## src/rtl/ram_port_arbiter_if.sv

```systemverilog
// Requester-side bundle for one master of the RAM port arbiter.
// master = the requesting block, slave = the arbiter.
interface ram_port_arbiter_if #(
    parameter int unsigned DATA_WIDTH = 16,
    parameter int unsigned ADDR_WIDTH = 10
);
    logic                  valid;
    logic                  write;
    logic [ADDR_WIDTH-1:0] addr;
    logic [DATA_WIDTH-1:0] wdata;
    logic                  ready;
    logic                  rvalid;
    logic [DATA_WIDTH-1:0] rdata;

    modport master (
        output valid, write, addr, wdata,
        input  ready, rvalid, rdata
    );

    modport slave (
        input  valid, write, addr, wdata,
        output ready, rvalid, rdata
    );
endinterface

```

## src/rtl/ram_port_arbiter.sv

```systemverilog
// Two-requester arbiter for RAM port A: one grant per cycle, round-robin or fixed priority,
// burst lock for requester 1, read data returned one cycle after accept.
module ram_port_arbiter #(
    parameter int unsigned DATA_WIDTH     = 16,
    parameter int unsigned ADDR_WIDTH     = 10,
    parameter bit          FIXED_PRIORITY = 1'b0
) (
    input  logic                  clk,
    input  logic                  resetN,
    ram_port_arbiter_if.slave     req0,
    ram_port_arbiter_if.slave     req1,
    input  logic                  req1_lock,
    output logic [ADDR_WIDTH-1:0] ram_addr,
    output logic [DATA_WIDTH-1:0] ram_wdata,
    output logic                  ram_wren,
    input  logic [DATA_WIDTH-1:0] ram_q,
    output logic [15:0]           grant_cnt1
);

    logic                  gnt0;
    logic                  gnt1;
    logic                  last_q;
    logic                  lock_own_q;
    logic                  pend_valid_q;
    logic                  pend_id_q;
    logic [ADDR_WIDTH-1:0] addr_q;
    logic [DATA_WIDTH-1:0] wdata_q;
    logic [15:0]           cnt1_q;

    // Lock only counts while req1 keeps asserting it; dropping it restores normal arbitration
    // in the same cycle.
    always_comb begin
        gnt0 = 1'b0;
        gnt1 = 1'b0;
        if (lock_own_q && req1_lock) begin
            gnt1 = req1.valid;
        end else if (FIXED_PRIORITY) begin
            gnt0 = req0.valid;
            gnt1 = req1.valid && !req0.valid;
        end else if (req0.valid && req1.valid) begin
            gnt0 = last_q;
            gnt1 = !last_q;
        end else begin
            gnt0 = req0.valid;
            gnt1 = req1.valid;
        end
    end

    assign req0.ready = gnt0;
    assign req1.ready = gnt1;

    // Idle cycles replay the last granted address/data so the RAM inputs stay quiet.
    always_comb begin
        ram_addr  = addr_q;
        ram_wdata = wdata_q;
        ram_wren  = 1'b0;
        if (gnt0) begin
            ram_addr  = req0.addr;
            ram_wdata = req0.wdata;
            ram_wren  = req0.write;
        end else if (gnt1) begin
            ram_addr  = req1.addr;
            ram_wdata = req1.wdata;
            ram_wren  = req1.write;
        end
    end

    assign req0.rvalid = pend_valid_q && !pend_id_q;
    assign req1.rvalid = pend_valid_q && pend_id_q;
    assign req0.rdata  = (pend_valid_q && !pend_id_q) ? ram_q : '0;
    assign req1.rdata  = (pend_valid_q && pend_id_q) ? ram_q : '0;
    assign grant_cnt1  = cnt1_q;

    always_ff @(posedge clk or negedge resetN) begin
        if (!resetN) begin
            last_q       <= 1'b1;
            lock_own_q   <= 1'b0;
            pend_valid_q <= 1'b0;
            pend_id_q    <= 1'b0;
            addr_q       <= '0;
            wdata_q      <= '0;
            cnt1_q       <= '0;
        end else begin
            if (gnt0 || gnt1) begin
                addr_q  <= ram_addr;
                wdata_q <= ram_wdata;
                last_q  <= gnt1;
            end
            pend_valid_q <= (gnt0 && !req0.write) || (gnt1 && !req1.write);
            pend_id_q    <= gnt1;
            if (!req1_lock) begin
                lock_own_q <= 1'b0;
            end else if (gnt1) begin
                lock_own_q <= 1'b1;
            end
            if (gnt1 && (cnt1_q != 16'hFFFF)) begin
                cnt1_q <= cnt1_q + 16'd1;
            end
        end
    end

endmodule

```

## src/flat_wrapper.sv

```systemverilog
// flat-port wrapper written by rule: the top's interface ports become plain ports
module ram_port_arbiter_flat 
#(
    parameter int unsigned DATA_WIDTH     = 16,
    parameter int unsigned ADDR_WIDTH     = 10,
    parameter bit          FIXED_PRIORITY = 1'b0
)
  (clk, resetN, req1_lock, ram_addr, ram_wdata, ram_wren, ram_q, grant_cnt1, req0_valid, req0_write, req0_addr, req0_wdata, req0_ready, req0_rvalid, req0_rdata, req1_valid, req1_write, req1_addr, req1_wdata, req1_ready, req1_rvalid, req1_rdata);
  ram_port_arbiter_if #(.DATA_WIDTH(DATA_WIDTH), .ADDR_WIDTH(ADDR_WIDTH)) req0_i ();
  ram_port_arbiter_if #(.DATA_WIDTH(DATA_WIDTH), .ADDR_WIDTH(ADDR_WIDTH)) req1_i ();
  input  logic clk;
  input  logic resetN;
  input  logic req1_lock;
  output logic [ADDR_WIDTH-1:0] ram_addr;
  output logic [DATA_WIDTH-1:0] ram_wdata;
  output logic ram_wren;
  input  logic [DATA_WIDTH-1:0] ram_q;
  output logic [15:0] grant_cnt1;
  input wire logic [$bits(req0_i.valid)-1:0] req0_valid;
  input wire logic [$bits(req0_i.write)-1:0] req0_write;
  input wire logic [$bits(req0_i.addr)-1:0] req0_addr;
  input wire logic [$bits(req0_i.wdata)-1:0] req0_wdata;
  output wire logic [$bits(req0_i.ready)-1:0] req0_ready;
  output wire logic [$bits(req0_i.rvalid)-1:0] req0_rvalid;
  output wire logic [$bits(req0_i.rdata)-1:0] req0_rdata;
  input wire logic [$bits(req1_i.valid)-1:0] req1_valid;
  input wire logic [$bits(req1_i.write)-1:0] req1_write;
  input wire logic [$bits(req1_i.addr)-1:0] req1_addr;
  input wire logic [$bits(req1_i.wdata)-1:0] req1_wdata;
  output wire logic [$bits(req1_i.ready)-1:0] req1_ready;
  output wire logic [$bits(req1_i.rvalid)-1:0] req1_rvalid;
  output wire logic [$bits(req1_i.rdata)-1:0] req1_rdata;
  assign req0_i.valid = req0_valid;
  assign req0_i.write = req0_write;
  assign req0_i.addr = req0_addr;
  assign req0_i.wdata = req0_wdata;
  assign req0_ready = req0_i.ready;
  assign req0_rvalid = req0_i.rvalid;
  assign req0_rdata = req0_i.rdata;
  assign req1_i.valid = req1_valid;
  assign req1_i.write = req1_write;
  assign req1_i.addr = req1_addr;
  assign req1_i.wdata = req1_wdata;
  assign req1_ready = req1_i.ready;
  assign req1_rvalid = req1_i.rvalid;
  assign req1_rdata = req1_i.rdata;
  ram_port_arbiter #(.DATA_WIDTH(DATA_WIDTH), .ADDR_WIDTH(ADDR_WIDTH), .FIXED_PRIORITY(FIXED_PRIORITY)) u_core (.clk(clk), .resetN(resetN), .req0(req0_i), .req1(req1_i), .req1_lock(req1_lock), .ram_addr(ram_addr), .ram_wdata(ram_wdata), .ram_wren(ram_wren), .ram_q(ram_q), .grant_cnt1(grant_cnt1));
endmodule
```

## config.mk

```make
export PLATFORM = sky130hd
export DESIGN_NAME = ram_port_arbiter_flat
export DESIGN_NICKNAME = d
export VERILOG_FILES = /design/src/rtl/ram_port_arbiter_if.sv /design/src/rtl/ram_port_arbiter.sv /design/src/flat_wrapper.sv
export SDC_FILE = /design/constraint.sdc
export NUM_CORES = 1
export LEC_CHECK = 0
export ABC_AREA = 1
export CAP_MARGIN = 20
export CORE_ASPECT_RATIO = 1.5
export CORE_MARGIN = 8
export CORE_UTILIZATION = 39
export DETAILED_ROUTE_END_ITERATION = 10
export PLACE_DENSITY_LB_ADDON = 0.25
export SLEW_MARGIN = 20
export SYNTH_ARGS = -nofsm -noshare
export SYNTH_HDL_FRONTEND = slang
export SYNTH_SLANG_ARGS = --single-unit
```

## constraint.sdc

```tcl
create_clock -name clk -period 2 [get_ports clk]
set_clock_uncertainty 0.05 [all_clocks]
set_input_delay 0.2 -clock clk [delete_from_list [all_inputs] [get_ports clk]]
set_output_delay 0.2 -clock clk [all_outputs]
set_load 0.01 [all_outputs]
```

==> reports/qor.csv, run 1 <==
stage;metric;value;unit
outcome;outcome;completed;
die;IO Pins;154;
placement;dpl cells;645;
synthesis;ranking of synthesized cells by area;dfrtp_1 (41%), nand2_1 (20%), nand3_1 (10%), nor2_1 (6.5%), inv_1 (4.1%);
route;TritonRoute pass-1 iters;4;
die;Row Count;37;
placement;Port Buffers;153;
placement;gpl congestion;0.822;
clock_network;Reg clk slew, reported paths;80;ps
synthesis;area share of the largest cell type after synthesis;0.412;
die;die height;119;um
setup_path;Worst Path Required;1750;ps
route;Detailed Route Iter0 Violations;66;
power_and_ir_drop;PD cells;624;nW/um^2
cells_and_area;# nets final;657;
setup_path;Crit Path Class;input pin to output pin;
synthesis;Mapped Cells;388;
die;die area;10000;sq um
sta;fin crit period;1940;ps
sta;max frequency;517;MHz
synthesis;Ys Warns;0;
power_and_ir_drop;Pleak;2.41;nW
route;remaining routing DRC violations;0;
synthesis;Post-Syn Nets;464;
clock_network;TritonCTS clock tree;done;
route;via/cell ratio;4.90;
die;Core Area;6810;sq um
cells_and_area;Synth-to-Final Area Change;78.3;%
clock_network;CTS buffer count;5;
min_path;Hold Path Class;input pin to async pin;
global_route;largest net degree at the start of global routing;27;
power_and_ir_drop;total power;0.00304;W
power_and_ir_drop;Max VDD drop;0.000516;V
global_route;total gr overflow;0;
setup_path;CP Max Fanout;7;
sta;endpoints failing setup;0;
global_route;gr usage total;0.173;
route;Total Routed Length;9620;um
route;routed len/inst;14.6;um
synthesis;Syn Area/Cell;7.04;sq um
cells_and_area;antenna diode count;0;
clock_network;CTS root buffer;clkbuf_8;
setup_path;CP endpoint kind;output pin;
synthesis;area leader, netlist;dfrtp_1;
global_route;vias in the first global route;3332;
setup_path;CP Launch Type;input pin;
sta;Setup TNS;0;ps
cells_and_area;layout cell share with drive strength beyond 1;0.268;
synthesis;Syn Std Cell Area;2730;sq um
die;Initial Util;0.402;
sta;Final Hold Viols;0;
global_route;initial antenna violation count;0;
route;Antenna Violating Nets Remaining;0;
cells_and_area;design area;4870;sq um
synthesis;dominant synthesized flop cell;dfrtp_1;
synthesis;Cell variety after synth;26;
die;die width;84.3;um
sta;unrepaired setup endpoints after global routing;yes;
clock_network;worst skew pair latency;300;ps
clock_network;H-tree Lvls;2;
sta;Slew Viols, Final;0;
synthesis;asr flop ratio synth;1.00;
placement;placed cell area;4580;sq um
sta;actual slew at the worst max-slew pin;567;ps
synthesis;register area share after synthesis;0.422;
clock_network;CTS max path bufs;2;
global_route;first-pass GRT wire length;14700;um
sta;Tcrit/Tclk final;0.968;
cells_and_area;fin cells;660;
synthesis;Yosys reg bits;46;
route;Vias;3236;
synthesis;EDFF count, synth;0;
flow_run;Max Cap Viol;0;
clock_network;Clock Sinks;46;
setup_path;crit path DAT;1690;ps
sta;Slew HR;0.622;
placement;dpl hpwl;7080;um
## placed cells by master (no fill, tap or decap), types with 4 or more instances in the layout
| master | n |
|---|---|
| inv_1 | 28 |
| dfrtp_1 | 45 |
| nand3_2 | 4 |
| nand2_2 | 54 |
| o21ai_0 | 8 |
| nand3_1 | 53 |
| nand2_1 | 105 |
| nor2_1 | 46 |
| nand2_4 | 5 |
| clkbuf_16 | 4 |
| buf_12 | 4 |
| clkdlybuf4s50_1 | 123 |
| buf_4 | 33 |
| nand4_1 | 4 |
| buf_6 | 5 |
| buf_2 | 25 |
| xnor2_1 | 7 |
| clkbuf_8 | 5 |
## metrics by stage
| step | utilization | worst slack, ps | hold WS, ps |
|---|---|---|---|
| final | 0.716 | 64.6 | 381 |
| after global routing | 0.716 | -32.7 | 411 |
| after CTS | 0.674 | 4.63 | 386 |
| after detailed placement | 0.673 | -242 | 166 |
| after global placement | 0.673 | -218 | 166 |
| after floorplan | - | 423 | -146 |
## worst max-delay path, cell delays in order
cell	delay (ps)
clkdlybuf4s50_1	470
nand2_1	100
nand3_4	140
inv_4	60
nor2_4	220
clkbuf_16	230
nand2_2	60
nand3_1	70
buf_2	130
## cell usage after synthesis, types with 3 or more instances
cell     count
buf_6        4
nor2_1      47
nand2_1    147
inv_1       30
nand3_1     56
dfrtp_1     45
buf_2        3
nand4_1      4
o21ai_0      8
xnor2_1      7
nand2_2     15
inv_2        3
## repair_timing
item,4_1_cts,5_1_grt
gates resized for setup,117,56
endpoints found under the setup margin,61,44
buffers inserted,0,0
endpoints found under the hold margin,20,0
pin swaps,0,1
hold buffers,1,0
cloned,0,6
## per-layer routing
metal / vias to the layer above / share of wire / GRT usage
met2: 125 / 0.55 / 0.320
met1: 1500 / 0.34 / 0.164
met3: 21 / 0.088 / 0.0722
li1: 1590 / - / -
met4: 0 / 0.026 / 0.0650
met5: - / 0 / 0
## kinds of logic (layout without fill, tap and decap cells)
kind of cell | count (synthesis) | in the layout | share of synthesized area
AND/OR/NAND/NOR | 279 | 279 | 0.449
buffers and inverters | 47 | 241 | 0.0875
flip-flops | 46 | 46 | 0.422
AO/OA/AOI/OAI | 8 | 8 | 0.0147
XOR/XNOR | 7 | 7 | 0.0224
adder cells (fa/ha/maj) | 1 | 1 | 0.00458
## final cells by class
type	instances	area, sq um
Fill cell	566	1930
Timing Repair Buffer	198	1870
Multi-Input combinational cell	295	1490
Sequential cell	46	1150
Inverter	35	151
Tap cell	78	97.6
Clock buffer	7	76.3
Clock inverter	1	30.0
## final timing paths
| path | from | end | slack [ps] | depth (start not counted) |
|---|---|---|---|---|
| setup reg to reg | u_core.last_q$_DFFE_PN1P_ | u_core.grant_cnt1[14]$_DFFE_PN0P_ | 260 | 11 |
| max in group asynchronous | resetN | u_core.grant_cnt1[12]$_DFFE_PN0P_ | 980 | 3 |
| min in group clk | req1_lock | u_core.lock_own_q$_DFFE_PN0P_ | 420 | 3 |
| hold / removal | resetN | u_core.wdata_q[4]$_DFFE_PN0P_ | 380 | 2 |
| setup / recovery | req1_lock | ram_addr[9] | 60 | 9 |
| hold reg to reg | u_core.wdata_q[12]$_DFFE_PN0P_ | u_core.wdata_q[12]$_DFFE_PN0P_ | 440 | 2 |
## where the power goes
| part | switching (W) | internal [W] |
|---|---|---|
| Combinational | 0.000547 | 0.000620 |
| Clock | 0.000316 | 0.000375 |
| Sequential | 0.000118 | 0.00107 |
| Total | 0.000981 | 0.00206 |
## sequential cells by signal (all words and copies together) (netlist names)
name	count
u_core.lock_own_q	1
u_core.wdata_q	16
u_core.pend_valid_q	1
u_core.last_q	1
u_core.pend_id_q	1
u_core.addr_q	10
u_core.grant_cnt1	16
Note: power is estimated with default switching activity, not from simulation.
==> run 2: changes to the inputs <==
Settings changed: CORE_ASPECT_RATIO 1.5 to unset.
==> run 2 against run 1 <==
  * Register-to-register slack better by 50 ps
  * Final area is 1.0% higher
  * Wire length is 0.45% higher
  * Sequential share of layout area is 0.23 points lower
  * Hold slack better by 8.9 ps
  * Global-route usage is 1.6 points higher
  * Via count is 1.1% higher
  * Non-clock buffer count is 16 higher
==> reports/qor.csv, run 2 (synthesis results as in run 1) <==
stage;metric;value;unit;change
clock_network;TritonCTS clock tree;done;;
sta;Final Hold Viols;0;;unchanged
clock_network;Reg clk slew, reported paths;90;ps;about the same
cells_and_area;# nets final;673;;+2.4%
placement;gpl congestion;0.838;;+1.9%
die;die width;99.7;um;+18%
sta;unrepaired setup endpoints after global routing;yes;;
die;die height;99.7;um;-16%
setup_path;Worst R2R Setup Slack;310;ps;+50 ps
cells_and_area;most frequent cells in the layout;nand2_1 (126), clkdlybuf4s50_1 (120), nand3_1 (52), buf_4 (51), nor2_1 (47);;
power_and_ir_drop;total power;0.00295;W;-3.0%
route;Total Routed Length;9670;um;+0.45%
sta;max frequency;517;MHz;about the same
die;die area;9940;sq um;-0.55%
clock_network;CTS root buffer;clkbuf_8;;
power_and_ir_drop;Pleak;2.49;nW;+3.5%
route;Vias;3272;;+1.1%
clock_network;CTS max path bufs;2;;unchanged
route;Antenna Violating Nets Remaining;0;;unchanged
placement;dpl hpwl;7560;um;+6.8%
cells_and_area;FF/Latch Area;1150;sq um;unchanged
setup_path;crit path DAT;1680;ps;about the same
global_route;gr usage total;0.190;;+0.0163
cells_and_area;antenna diode count;0;;unchanged
global_route;vias in the first global route;3349;;+0.51%
cells_and_area;Synth-to-Final Area Change;80.1;%;
sta;Tcrit/Tclk final;0.967;;about the same
cells_and_area;Post-Route Utilization;0.724;;+0.00837
sta;Slew HR;0.648;;+0.0257
setup_path;CP Max Fanout;20;;+13
setup_path;Crit Path Class;flip-flop to output pin;;
global_route;first-pass GRT wire length;15700;um;+6.9%
global_route;largest net degree at the start of global routing;27;;unchanged
sta;fin crit period;1930;ps;-0.496 ps
power_and_ir_drop;Max VDD drop;0.000540;V;+4.7%
cells_and_area;layout cell share with drive strength beyond 1;0.253;;-0.0155
global_route;initial antenna violation count;0;;unchanged
clock_network;Clock Sinks;46;;unchanged
sta;Hold Worst Slack;390;ps;+8.93 ps
flow_run;Max Cap Viol;0;;unchanged
placement;Port Buffers;153;;unchanged
setup_path;CP endpoint kind;output pin;;
route;via/cell ratio;4.71;;-3.8%
die;Initial Util;0.402;;+0.000666
die;IO Pins;154;;unchanged
route;Detailed Route Iter0 Violations;88;;+33%
setup_path;Max stage delay on crit path;520;ps;+50 ps
sta;actual slew at the worst max-slew pin;528;ps;-38.6 ps
cells_and_area;area of the multi-input gates;1430;sq um;-3.9%
die;Core Area;6790;sq um;-0.17%
setup_path;slowest CP cell;dfstp_2;;
sta;endpoints failing setup;0;;unchanged
sta;Slew Viols, Final;0;;unchanged
outcome;outcome;completed;;
die;Row Count;30;;-19%
setup_path;worst-path cell chain;inv_1 -> nand2_2 -> nand3_4 -> inv_4 -> nor2_4 -> buf_12 -> nand2_1 -> nand3_2 -> buf_6;;
cells_and_area;commonest non-fill, non-tap cell in the layout;nand2_1;;
global_route;total gr overflow;0;;unchanged
clock_network;CTS buffer count;5;;unchanged
power_and_ir_drop;PD cells;599;nW/um^2;-4.0%
route;TritonRoute pass-1 iters;4;;unchanged
min_path;Hold Path Class;input pin to async pin;;
route;routed len/inst;13.9;um;-4.5%
clock_network;worst skew pair latency;290;ps;about the same
clock_network;H-tree Lvls;2;;unchanged
setup_path;Worst Path Required;1750;ps;about the same
cells_and_area;# fillers;557;;-1.6%
setup_path;CP Launch Type;flip-flop;;
route;remaining routing DRC violations;0;;unchanged
-- run 2: cell types whose count changed in the layout (fill, tap and decap cells not counted), moves of 2 or more --
cell             before  now
buf_6                 5    7
nand2_4               5    3
nand2_2              54   35
dlymetal6s2s_1        0    3
buf_2                25   23
clkbuf_16             4    1
buf_4                33   51
nand2_1             105  126
clkdlybuf4s50_1     123  120
-- run 2: final timing paths --
path,from,end,cells past startpoint
max reg2reg,u_core.grant_cnt1[0]$_DFFE_PN0P_,u_core.grant_cnt1[12]$_DFFE_PN0P_,10
min in group clk,u_core.addr_q[1]$_DFFE_PN0P_,u_core.addr_q[1]$_DFFE_PN0P_,2
max,u_core.last_q$_DFFE_PN1P_,ram_addr[7],9
min,resetN,u_core.grant_cnt1[7]$_DFFE_PN0P_,2
min reg2reg,u_core.addr_q[1]$_DFFE_PN0P_,u_core.addr_q[1]$_DFFE_PN0P_,2
max in group asynchronous,resetN,u_core.wdata_q[6]$_DFFE_PN0P_,3
-- run 2: layout make-up --
type | count | area share
clock inverters | 1 | 0.00102
inverters | 35 | 0.0297
clock buffers | 7 | 0.0175
well taps | 96 | 0.0244
repair buffers | 214 | 0.402
flip-flops and latches | 46 | 0.234
multi-input cells | 295 | 0.291
-- run 2: power by group --
group / total [W] / switching, W / internal [W]
Sequential: 0.00118 / 0.000111 / 0.00107
Combinational: 0.00118 / 0.000549 / 0.000635
Clock: 0.000590 / 0.000311 / 0.000280
-- run 2: routing by layer --
| metal | routed length [um] | share of wire | track usage | up-vias |
|---|---|---|---|---|
| met2 | 4620 | 0.48 | 0.330 | 139 |
| li1 | - | - | - | 1622 |
| met1 | 4080 | 0.42 | 0.225 | 1502 |
| met5 | 0 | 0 | 0 | - |
| met4 | 78 | 0.0081 | 0.0314 | 0 |
| met3 | 896 | 0.093 | 0.0580 | 9 |
-- run 2: worst max-delay path: cells and delay by family, from the launching register on --
family,cells,cell delay [ps]
buf+inv,4,450
simple gates,5,430
flops,1,520
-- run 2: metrics by stage --
stage               instance area, sq um  setup TNS (ps)  cells  worst slack, ps
floorplan                           2730               0    388              423
global placement                    4750           -5370    681             -234
detailed placement                  4750           -6320    681             -278
CTS                                 4770               0    692             4.14
global route                        4920            -124    694            -12.8
finish                              4920               0    694             65.1
-- run 2: timing repair --
action | 4_1_cts | 5_1_grt
resized for setup | 115 | 41
setup buffers | 1 | 1
hold buffers | 1 | 0
endpoints found under the hold margin | 19 | 0
pin swaps | 1 | 1
endpoints found under the setup margin | 35 | 31
cloned | 1 | 1
